--- src/rtl/kudu_pkg.sv ---
// Shared types for the kudu branch-predictor update path.
// bp_update_t is the record carried from branch resolution to the predictor write port.
package kudu_pkg;

  localparam int unsigned KUDU_AW = 32;

  typedef struct packed {
    logic [KUDU_AW-1:0] pc;
    logic [KUDU_AW-1:0] target;
    logic               taken;
    logic               miss;
  } bp_update_t;

  // Outcome of one cycle's lane arbitration.
  typedef enum logic [1:0] {
    PUSH_NONE = 2'd0,
    PUSH_ONE  = 2'd1,
    PUSH_TWO  = 2'd2
  } push_cnt_e;

endpackage

--- src/rtl/kudu_bp_upd_fifo.sv ---
// Dual-push / single-pop circular buffer of bp_update_t.
// Pointers carry one extra wrap bit so that full and empty can be told apart.
module kudu_bp_upd_fifo
  import kudu_pkg::*;
#(
  parameter int unsigned DEPTH = 4,
  localparam int unsigned PW   = $clog2(DEPTH) + 1
) (
  input  logic                clk_i,
  input  logic                rst_ni,
  input  push_cnt_e           push_cnt_i,
  input  bp_update_t [1:0]    push_data_i,
  input  logic                pop_i,
  output bp_update_t          head_o,
  output logic [PW-1:0]       count_o,
  output logic                empty_o
);

  logic [PW-1:0] wr_ptr;
  logic [PW-1:0] rd_ptr;
  logic [PW-2:0] wr_idx0;
  logic [PW-2:0] wr_idx1;
  logic          pop_eff;
  bp_update_t    mem [DEPTH];

  assign count_o = wr_ptr - rd_ptr;
  assign empty_o = (count_o == '0);
  assign pop_eff = pop_i && !empty_o;
  assign wr_idx0 = wr_ptr[PW-2:0];
  assign wr_idx1 = wr_ptr[PW-2:0] + (PW-1)'(1);
  assign head_o  = mem[rd_ptr[PW-2:0]];

  // NOTE: sequential state is updated with non-blocking assignments so every
  // flop samples the pre-edge values regardless of block ordering.
  always_ff @(posedge clk_i or negedge rst_ni) begin
    if (!rst_ni) begin
      wr_ptr <= '0;
      rd_ptr <= '0;
    end else begin
      wr_ptr <= wr_ptr + PW'(push_cnt_i);
      rd_ptr <= rd_ptr + PW'(pop_eff);
    end
  end

  // NOTE: the storage array has no reset; the pointers alone define which
  // entries are live, so resetting the data would only cost flops.
  always_ff @(posedge clk_i) begin
    if (push_cnt_i != PUSH_NONE) mem[wr_idx0] <= push_data_i[0];
    if (push_cnt_i == PUSH_TWO)  mem[wr_idx1] <= push_data_i[1];
  end

`ifndef SYNTHESIS
  a_no_overflow: assert property (@(posedge clk_i) disable iff (!rst_ni)
    (push_cnt_i != PUSH_NONE && count_o == PW'(DEPTH)) |-> pop_i);
`endif

endmodule

--- src/rtl/kudu_bp_update_sched.sv ---
// Schedules up to two resolved branches per cycle into the predictor's single
// update port, buffering in age order and dropping (and counting) on overflow.
module kudu_bp_update_sched
  import kudu_pkg::*;
#(
  parameter int unsigned DEPTH = 4,
  parameter int unsigned AW    = 32,
  parameter int unsigned CW    = 16,
  localparam int unsigned PW   = $clog2(DEPTH) + 1
) (
  input  logic                 clk_i,
  input  logic                 rst_ni,
  input  logic                 en_i,
  input  logic [1:0]           br_valid_i,
  input  logic [1:0][AW-1:0]   br_pc_i,
  input  logic [1:0][AW-1:0]   br_target_i,
  input  logic [1:0]           br_taken_i,
  input  logic [1:0]           br_miss_i,
  output logic                 upd_valid_o,
  input  logic                 upd_ready_i,
  output logic [AW-1:0]        upd_pc_o,
  output logic [AW-1:0]        upd_target_o,
  output logic                 upd_taken_o,
  output logic                 upd_miss_o,
  output logic [PW-1:0]        occupancy_o,
  output logic [CW-1:0]        drop_cnt_o,
  input  logic                 clr_drop_i
);

  logic [1:0]       req;
  logic             pop;
  logic             empty;
  logic [PW:0]      space;
  bp_update_t [1:0] lane_upd;
  bp_update_t [1:0] push_data;
  bp_update_t       head;
  push_cnt_e        push_cnt;
  logic [1:0]       drop;
  logic [CW:0]      drop_sum;

  assign req   = {2{en_i}} & br_valid_i;
  assign pop   = upd_valid_o && upd_ready_i;
  assign space = (PW+1)'(DEPTH) - {1'b0, occupancy_o} + (PW+1)'(pop);

  for (genvar i = 0; i < 2; i++) begin : g_lane
    assign lane_upd[i] = '{pc:     KUDU_AW'(br_pc_i[i]),
                           target: KUDU_AW'(br_target_i[i]),
                           taken:  br_taken_i[i],
                           miss:   br_miss_i[i]};
  end

  // Slot 0 is always the older accepted entry; a lone lane-1 request moves down.
  // NOTE: every output of this block gets a default first so no latch is inferred.
  always_comb begin
    push_cnt  = PUSH_NONE;
    push_data = lane_upd;
    drop      = 2'd0;
    unique case (req)
      2'b01: begin
        if (space != '0) push_cnt = PUSH_ONE;
        else             drop     = 2'd1;
      end
      2'b10: begin
        push_data[0] = lane_upd[1];
        if (space != '0) push_cnt = PUSH_ONE;
        else             drop     = 2'd1;
      end
      2'b11: begin
        if (space >= (PW+1)'(2)) begin
          push_cnt = PUSH_TWO;
        end else if (space == (PW+1)'(1)) begin
          // Only a lane-1 mispredict behind a correct lane 0 wins the last slot.
          push_cnt = PUSH_ONE;
          drop     = 2'd1;
          if (br_miss_i == 2'b10) push_data[0] = lane_upd[1];
        end else begin
          drop = 2'd2;
        end
      end
      default: ;
    endcase
  end

  kudu_bp_upd_fifo #(.DEPTH(DEPTH)) u_fifo (
    .clk_i       (clk_i),
    .rst_ni      (rst_ni),
    .push_cnt_i  (push_cnt),
    .push_data_i (push_data),
    .pop_i       (pop),
    .head_o      (head),
    .count_o     (occupancy_o),
    .empty_o     (empty)
  );

  assign upd_valid_o  = !empty;
  assign upd_pc_o     = upd_valid_o ? AW'(head.pc)     : '0;
  assign upd_target_o = upd_valid_o ? AW'(head.target) : '0;
  assign upd_taken_o  = upd_valid_o && head.taken;
  assign upd_miss_o   = upd_valid_o && head.miss;

  assign drop_sum = {1'b0, drop_cnt_o} + (CW+1)'(drop);

  always_ff @(posedge clk_i or negedge rst_ni) begin
    if (!rst_ni)          drop_cnt_o <= '0;
    else if (clr_drop_i)  drop_cnt_o <= '0;
    else if (drop_sum[CW]) drop_cnt_o <= '1;
    else                  drop_cnt_o <= drop_sum[CW-1:0];
  end

`ifndef SYNTHESIS
  a_head_stable: assert property (@(posedge clk_i) disable iff (!rst_ni)
    (upd_valid_o && !upd_ready_i) |=>
      $stable({upd_pc_o, upd_target_o, upd_taken_o, upd_miss_o}));
`endif

endmodule

--- config.mk ---
export PLATFORM = sky130hd
export DESIGN_NAME = kudu_bp_update_sched
export DESIGN_NICKNAME = d
export VERILOG_FILES = /design/src/rtl/kudu_pkg.sv /design/src/rtl/kudu_bp_upd_fifo.sv /design/src/rtl/kudu_bp_update_sched.sv
export SDC_FILE = /design/constraint.sdc
export NUM_CORES = 1
export LEC_CHECK = 0
export CORE_MARGIN = 2
export CORE_UTILIZATION = 55
export CTS_BUF_LIST = sky130_fd_sc_hd__clkbuf_4
export CTS_CLUSTER_SIZE = 10
export DETAILED_ROUTE_END_ITERATION = 6
export PLACE_DENSITY = 0.85
export RECOVER_POWER = 100
export SYNTH_ARGS = -nofsm -noshare
export SYNTH_HDL_FRONTEND = slang
export SYNTH_HIERARCHICAL = 1
export SYNTH_SLANG_ARGS = --single-unit
--- constraint.sdc ---
create_clock -name clk_i -period 14.65 [get_ports clk_i]
set_input_delay 2.93 -clock clk_i [delete_from_list [all_inputs] [get_ports clk_i]]
set_output_delay 2.93 -clock clk_i [all_outputs]
set_load 0.02 [all_outputs]
* Word-level counts from Yosys, hierarchy flattened
Memory sizes are Yosys's and may differ from the RTL's.
Cells that the tools add are included.
** Word-level totals
- Logic and storage cells :: 48
- Register bits after elaboration :: 22
- Memories :: 1
- Bits in latches :: 0
- Output and inout bits :: 86
- RAM bits :: 264
- ROM bits :: 0
** Operators by class
- Order comparisons :: 1
- Equality and inequality tests :: 6
- $add $sub $neg :: 7
- Bitwise operators :: 1
- Div/mod/pow operators :: 0
- Reduce and logical (&&, ||, !) cells :: 9
- Shift-type cells :: 0
- Multiply operators :: 0
- Mux-type cells :: 20
** Memories
- u_fifo.mem :: words 4, width 66, rd ports 1, clocked after Yosys merged registers in 0, wr ports 2, line kudu_bp_upd_fifo.sv:24 : bp_update_t mem [DEPTH];
** Operator list (number)
- $mux W66 :: 3
- $pmux W66 S2 :: 1
- $mux W32 :: 2
- $mux W16 :: 2
- $add A16 B2 Y17 :: 1
- $eq A2 B2 Y1 const B :: 4
- $pmux W2 S2 :: 2
- $mux W1 :: 7
- $mux W2 :: 3
- $add A4 B1 Y4 :: 1
- $eq A4 B1 Y1 const B :: 1
- $ge A4 B2 Y1 const B :: 1
- $logic_and A1 B1 Y1 :: 4
- $reduce_bool A4 Y1 :: 1
- $sub A3 B3 Y4 const A :: 1
- $add A3 B1 Y3 :: 1
- $add A3 B2 Y3 :: 1
- $logic_not A3 Y1 :: 1
- $sub A3 B3 Y3 :: 1
- $add A2 B1 Y2 const B :: 1
- $and A2 B2 Y2 :: 1
- $eq A2 B1 Y1 const B :: 1
- $reduce_bool A2 Y1 :: 1
- $reduce_or A2 Y1 :: 1
- $logic_not A1 Y1 :: 1

* Depth between registers and ports, before layout
- Depth after elaboration :: 12
- Mapped depth :: 22
- Mapped depth without buffers :: 20

* By module
Netlist, hierarchy kept.
** Modules (own cells, without submodules)
- kudu_bp_upd_fifo :: area each 13071.3 um^2, times used 1, cells each 669
- kudu_bp_update_sched :: area each 2244.7 um^2, times used 1, cells each 275

* Worst setup path before layout
OpenSTA, ideal clock, no wires.
- Path kind :: input-to-reg
- From :: in upd_ready_i
- To :: mem u_fifo/mem[0][0] (netlist name) (enable)
- Arrival :: 9672 ps
- Buffers on the path :: 0
- Required time :: 14062 ps
- Slack :: 4390 ps
- Cell stages on the path :: 10
- Cells stage by stage :: nand2_1 > ha_1 > inv_1 > ha_1 > or2_2 > a21oi_1 > a21oi_1 > a211oi_1 > nor2_1 > o31ai_1
** RTL lines
- start: declaration :: line kudu_bp_update_sched.sv:20 : input logic upd_ready_i,
- end: declaration :: line kudu_bp_upd_fifo.sv:24

* Worst setup path after layout
- From :: reg u_fifo.rd_ptr[0]
- To :: out upd_pc_o[1]
** Between the ends
- Word-level cells in the longest chain between the ends :: 3
- Elaborated cells between the ends (all ways) :: 4
- Classes of those cells :: add/sub (1); mux (1); reduce/logical (1); memory (1)
** RTL lines
- start: declaration :: line kudu_bp_upd_fifo.sv:20 : logic [PW-1:0] rd_ptr;
- start signal: assignment :: line kudu_bp_upd_fifo.sv:41 : rd_ptr <= rd_ptr + PW'(pop_eff);
- $sub A3 B3 Y3 :: line kudu_bp_upd_fifo.sv:26 : assign count_o = wr_ptr - rd_ptr;
- $logic_not A3 Y1 :: line kudu_bp_upd_fifo.sv:27 : assign empty_o = (count_o == '0);
- via empty :: line kudu_bp_update_sched.sv:32 : logic empty;
- $mux W32 :: line kudu_bp_update_sched.sv:96 : assign upd_pc_o = upd_valid_o ? AW'(head.pc) : '0;
- end: declaration :: line kudu_bp_update_sched.sv:21 : output logic [AW-1:0] upd_pc_o,
The timed path passes the listed nets, and every way through them passes these cells.

==> impl_metrics.yaml <==
timing:
  hold_viol: 0
  finClkSkew_ps: 39.91
  tightestPinTransition_ps: 4654
  whs_ps: 476.4
  fin_crit_sh_pct: 71.17
  fin_tns_setup_ps: 0
  slew_violations: 574
  setup_viol: 0
  slew-limit-headroom_pct: -210.3
  rsz0062_at_grt: "no"
  max_freq_ghz: 0.09591
  setup_slack_ps: 4224
  min_period_ps: 10430
yosys:
  synth_area_per_cell_um2: 16.22
  synth_xor_area_share_pct: 0.7842
  synth.area.mux_share_pct: 29.25
  synth-edff-count: 264
  syn_inst: 944
  synth_compound_area_share_pct: 5.261
  synthTopCellsByArea: "edfxtp_1, mux2_2, mux4_2"
  synth_top_area_cell: "edfxtp_1"
  synthAdderAreaFrac_pct: 1.291
  ys_warn_count: 6
  ys_types: 56
  synth_top_family_by_area: "multiplexers"
  syn_nets: 1097
  ys_seq_elements: 286
  ys_seq_area_share_pct: 55.35
  synthArstFlopShare_pct: 7.692
  synth_top_area_share_pct: 51.76
  synthSimpleGateAreaFrac_pct: 5.089
  netlist_area_mm2: 0.01532
  synthFlopType: "edfxtp_1"
power:
  p_switching_w: 0.001255
  p_seq_share_pct: 34.2
  internal_power_w: 0.002231
  swShare_pct: 36.00
  peakVddDrop_mv: 0.4058
  power_w: 0.003486
  p_leak_nw: 6.670
  clkPwrFrac_pct: 20.6
  combPwrFrac_pct: 45.2
  p_per_area_mw_per_mm2: 186.2
clock_tree:
  clock_latency_ps: 680
  cts_made_buffers: 75
  clkTransAtPathRegs_ps: 70
  clockRootBuffer: "clkbuf_4"
  post_cts_buffers: 0
  ctsResizeCount: 0
  tritoncts: "built"
  ctsHoldBuffers: 0
  clock_path_buffers: 3
  cts_sinks: 286
  htree_num_levels: 3
placement:
  gp_congestion: 0.7952
  hpwl_um: 20590
  place_ws_ps: 7040
  port_buffers: 224
floorplanning:
  dieWidth_um: 170.9
  initial_core_util_pct: 55.43
  fp-row-count: 61
  coreArea_mm2: 0.02763
  ioPinCount: 225
  die_height_um: 170.9
  die-area_mm2: 0.02920
setup_path:
  critical_path_class: "reg2out"
  path_buf_inv: 2
  cp.required_ps: 11720
  r2r-start: "u_fifo/rd_ptr[0]"
  cp-end-kind: "output pin"
  path_delay_family: "buffers and inverters"
  path_cells: "ha_1 -> fa_1 -> xor3_1 -> nor2_4 -> clkbuf_1 -> nor2b_1 -> dlygate4sd3_1"
  r2r-end: "u_fifo/mem[2][28]"
  path_max_fanout: 66
  critPathMaxStageDelay_ps: 2620
  critPathArrivalTime_ps: 7500
  cp.depth: 7
  rrSetupSlack_ps: 4730
  cp_slowest_cell: "clkbuf_1"
  ff2ff_path_depth: 16
  setup.worst_path.start_class: "register"
layout:
  syn_to_final_growth_pct: 22.25
  final_nets: 1347
  final_cell_mix: "edfxtp_1, mux2_2, clkdlybuf4s50_1"
  post-route-util_pct: 67.77
  drive_gt1_share_pct: 30.54
  layout.cells.most_common: "edfxtp_1"
global_routing:
  gr-total-overflow: 0
  grt_max_degree: 69
  grt_first_pass_wirelength_um: 55530
  grt_pass1_vias: 10140
  grt_usage_pct: 25.10
  antenna_found_initial: 1
outcome:
  outcome: "finished with violations"
  violations: "max-capacitance violations, max-slew violations"
drt:
  via_per_inst: 5.915
  vias: 9583
  drt_iter0_drc: 785
  wl_um: 35760
  final_antenna_net_count: 0
  drc: 0
  dr.pass1.iters: 5
  drt-wirelength-per-cell_um: 22.07
worst_hold_path:
  min_path_type: "reg2reg"
  holdPathStages: 1
  hold_start: "u_fifo/wr_ptr[2]"
  min_to: "u_fifo/wr_ptr[2]"
run:
  maxCapViolCount: 12
-- flip-flops by register name (all words and copies together), names as in the netlist --
register and flops:
u_fifo/rd_ptr 3, drop_cnt_o 16, u_fifo/wr_ptr 3, u_fifo/mem 264
-- power by group through the flow --
stage | logic, W | registers (W) | clock network [W]
after floorplan | 0.00103 | 0.00113 | 0
after global placement | 0.00164 | 0.00119 | 0
after detailed placement | 0.00165 | 0.00120 | 0
after CTS | 0.00166 | 0.00119 | 0.000735
after global routing | 0.00168 | 0.00121 | 0.000776
final | 0.00158 | 0.00119 | 0.000717
-- logic make-up after synthesis --
group           Yosys count
mux                     332
buf+inv                  82
flops                   286
simple gates            123
xor+xnor                 12
compound gates           95
fa+ha+maj                14
-- metal layers --
layer / track usage [%] / up-vias / wire [µm]
li1: - / 4315 / -
met5: 0 / - / 0
met1: 32.76 / 4832 / 14990
met2: 42.16 / 379 / 17720
met4: 8.254 / 0 / 716
met3: 5.413 / 57 / 2324
-- stage by stage --
stage,std cells,instance area [µm²]
after floorplan,944,15320
after global placement,1495,17840
after detailed placement,1495,17840
after CTS,1619,18830
after global routing,1620,18720
final,1620,18720
-- layout make-up --
cell class	count	area, µm²
multi-input combinational	576	6412
sequential	286	8482
clock inverter	16	173.9
clock buffer	108	810.8
inverter	17	63.81
timing repair buffer	238	2306
fill	1963	8905
tap	378	473.0
antenna	1	2.502
-- Yosys cell counts (3+ instances only) --
library cell	n
inv_1	17
clkbuf_1	11
buf_2	31
nand3_1	7
a21oi_1	5
nor2_1	8
buf_1	4
a31oi_1	3
a21oi_2	9
xnor2_1	3
nand2_1	10
nor2b_1	70
edfxtp_1	264
mux2_1	80
mux2_2	184
buf_4	9
fa_1	3
buf_6	10
xor2_1	8
mux4_2	66
ha_1	11
nor3_1	3
a22o_1	65
dfrtp_1	22
-- worst max path at each step --
| stage | from | endpoint |
|---|---|---|
| floorplan | upd_ready_i | u_fifo/mem[0][0] |
| global placement | upd_ready_i | u_fifo/mem[2][51] |
| detailed placement | upd_ready_i | u_fifo/mem[2][48] |
| CTS | u_fifo/rd_ptr[1] | upd_target_o[2] |
| global route | u_fifo/rd_ptr[0] | upd_target_o[1] |
| finish | u_fifo/rd_ptr[0] | upd_pc_o[1] |
No activity file was read; power rests on OpenSTA's default activity.
==> variant: new RTL, same settings <==
Change the parameter `AW` from 32 to 64.
--- a/src/rtl/kudu_bp_update_sched.sv
+++ b/src/rtl/kudu_bp_update_sched.sv
@@ -4,7 +4,7 @@
   import kudu_pkg::*;
 #(
   parameter int unsigned DEPTH = 4,
-  parameter int unsigned AW    = 32,
+  parameter int unsigned AW    = 64,
   parameter int unsigned CW    = 16,
   localparam int unsigned PW   = $clog2(DEPTH) + 1
 ) (
Interface: changed (resized br_pc_i, br_target_i, upd_pc_o and upd_target_o); port bits go from 225 to 417. No check against the original RTL was run, so the function may have changed too.
==> variant against the unedited design <==
The flow still finishes with violations (capacitance limit, slew limit). Highest routed layer unchanged. Wire length rose by 1.2%. Final area rose by 1.4%. Count of clock-buffer cells in the layout is 2 lower. Register-to-register slack got worse by 0.28 ns. Synthesized cell count is 6.9% higher. Sequential share of layout area down 0.62 points. Area after synthesis rose by 3.2%. Setup slack improved by 0.22 ns. Total power is 0.46% higher. Sequential cell count did not move.
==> variant: results (changes against the unedited design) <==
Final Max Slew Viols: 370 (was 574)
Worst Skew: 0.0514 ns (was 0.0399 ns)
Max FO, Critical Path: 37 (was 66)
Syn_area_per_cell: 15.7 sq um (was 16.2 sq um)
FILL cells: 2018 (was 1963)
Main synth FF type: edfxtp_1 (unchanged)
Leakage Power: 0.00690 uW (was 0.00667 uW)
Hold WS: 0.491 ns (was 0.476 ns)
Slew @ Worst Pin: 4.63 ns (was 4.65 ns)
Global router's overall resource usage: 0.241 (was 0.251)
Synth unique cells: 57 (was 56)
Largest net degree at the start of global routing: 69 (unchanged)
DRT Pass-1 Iters: 5 (unchanged)
Number of synthesized flops with an enable pin: 264 (unchanged)
Clock root cell: clkbuf_4 (unchanged)
Sw frac: 0.367 (was 0.360)
Post-synthesis async set-or-reset flop share: 0.0769 (unchanged)
First-pass GRT wire length: 56200 microns (was 55500 microns)
Nets@finish: 1537 (was 1347)
Initial antenna violation count: 1 (unchanged)
Vias in the first global route: 10444 (was 10137)
Drt initial violations: 675 (was 785)
Failing checks: capacitance limit, slew limit (unchanged)
WL/cell: 21.4 microns (was 22.1 microns)
Area contributors post-synth: edfxtp_1 (50%), mux2_2 (13%), mux4_2 (9.4%) (was edfxtp_1 (52%), mux2_2 (14%), mux4_2 (9.7%))
Hold Crit Class: reg2reg (unchanged)
R2R setup slack: 4.45 ns (was 4.73 ns)
Status: finished, violations left (unchanged)
CTS Buffer Depth: 3 (unchanged)
Max-Cap Viols: 8 (was 12)
Placed inst area: 18100 sq um (was 17800 sq um)
PortBufs: 224 (unchanged)
Synth cell count leaders: edfxtp_1 (264), mux2_2 (184), mux2_1 (80) (unchanged)
Final HPWL DP: 20400 microns (was 20600 microns)
RePlAce Congestion: 0.771 (was 0.795)
Post-CTS setup buffer count: 0 (unchanged)
Worst VDD drop: 144 uV (was 406 uV)
Vias post-DR: 9697 (was 9583)
Largest regs: u_fifo/mem: 264 flops, drop_cnt_o: 16 flops (unchanged)
GR Util met3: 0.0458 (was 0.0541)
Total CTS buffers: 73 (was 75)
Layout cell share with drive strength beyond 1: 0.296 (was 0.305)
Post-synthesis sequential area ratio: 0.537 (was 0.554)
Worst-case reg-to-reg path depth: 18 (was 16)
Gates resized, CTS repair: 0 (unchanged)
Met1 Resource Use GR: 0.307 (was 0.328)
Worst EP arrival: 10.51 ns (was 7.50 ns)
Met2 Usage GRT: 0.419 (was 0.422)
-- variant: cell count changes after synthesis, sizes merged --
cell  unedited run  this run
buf             54       118
conb             0         1
-- variant: critical path, stage by stage (launching register included) --
cell	delay (ns)
dfrtp_1	2.01
ha_1	0.44
fa_1	0.20
xor3_1	0.36
nor2_4	0.14
inv_1	0.06
nand2_1	0.10
ha_1	0.16
inv_1	0.04
ha_1	0.18
or2_2	0.30
a21oi_1	0.41
a21oi_1	0.14
a211oi_1	0.87
nand4b_1	0.22
clkbuf_1	1.65
clkbuf_1	1.85
o31ai_4	0.19
buf_4	0.40
-- variant: power groups by stage --
stage / clock, uW / combinational (uW) / sequential, uW
after floorplan: 0 / 1050 / 1130
after global placement: 0 / 1660 / 1200
after detailed placement: 0 / 1680 / 1210
after CTS: 741 / 1690 / 1190
after global routing: 781 / 1690 / 1210
final: 720 / 1590 / 1190
-- variant: path summary, 6_finish.rpt --
path                                   from                 to
min in group asynchronous            rst_ni      drop_cnt_o[6]
min reg2reg                u_fifo/wr_ptr[2]   u_fifo/wr_ptr[2]
max reg2reg                u_fifo/rd_ptr[0]  u_fifo/mem[0][44]
max in group asynchronous            rst_ni   u_fifo/rd_ptr[1]
min                        u_fifo/wr_ptr[2]   u_fifo/wr_ptr[2]
max                        u_fifo/rd_ptr[0]  u_fifo/mem[0][44]
-- variant: area by class of cell --
cell class | instances | area [sq um] | share of cell area
Timing Repair Buffer | 238 | 2330 | 0.123
Tap cell | 384 | 480 | 0.0253
Inverter | 17 | 63.8 | 0.00336
Clock inverter | 22 | 193 | 0.0101
Antenna cell | 1 | 2.50 | 0.000132
Multi-Input combinational cell | 640 | 6640 | 0.350
Sequential cell | 286 | 8480 | 0.447
Clock buffer | 106 | 796 | 0.0419
-- variant: metal layers --
| metal | part of all wire | up-vias |
|---|---|---|
| met2 | 0.51 | 393 |
| met5 | 0 | - |
| met4 | 0.015 | 0 |
| li1 | - | 4395 |
| met1 | 0.41 | 4862 |
| met3 | 0.066 | 47 |
-- variant: stage by stage --
stage,worst slack [ns],instances
floorplan,4.39,1072
global placement,6.80,1565
detailed placement,6.70,1565
CTS,7.37,1693
global route,3.62,1694
finish,4.45,1694
-- variant: kinds of logic (layout without fill, tap and decap cells) --
group                      Yosys count  count (layout)  share of synthesized area
adders and majority gates           14              14                     0.0125
AOI/OAI and AO/OA                   95              95                     0.0510
DFF                                286             286                      0.537
and+or+nand+nor                    123             123                     0.0493
other                                1              65                   0.000237
muxes                              332             332                      0.283
xor gates and xnor gates            12              12                    0.00760
buffers and inverters              146             383                     0.0592
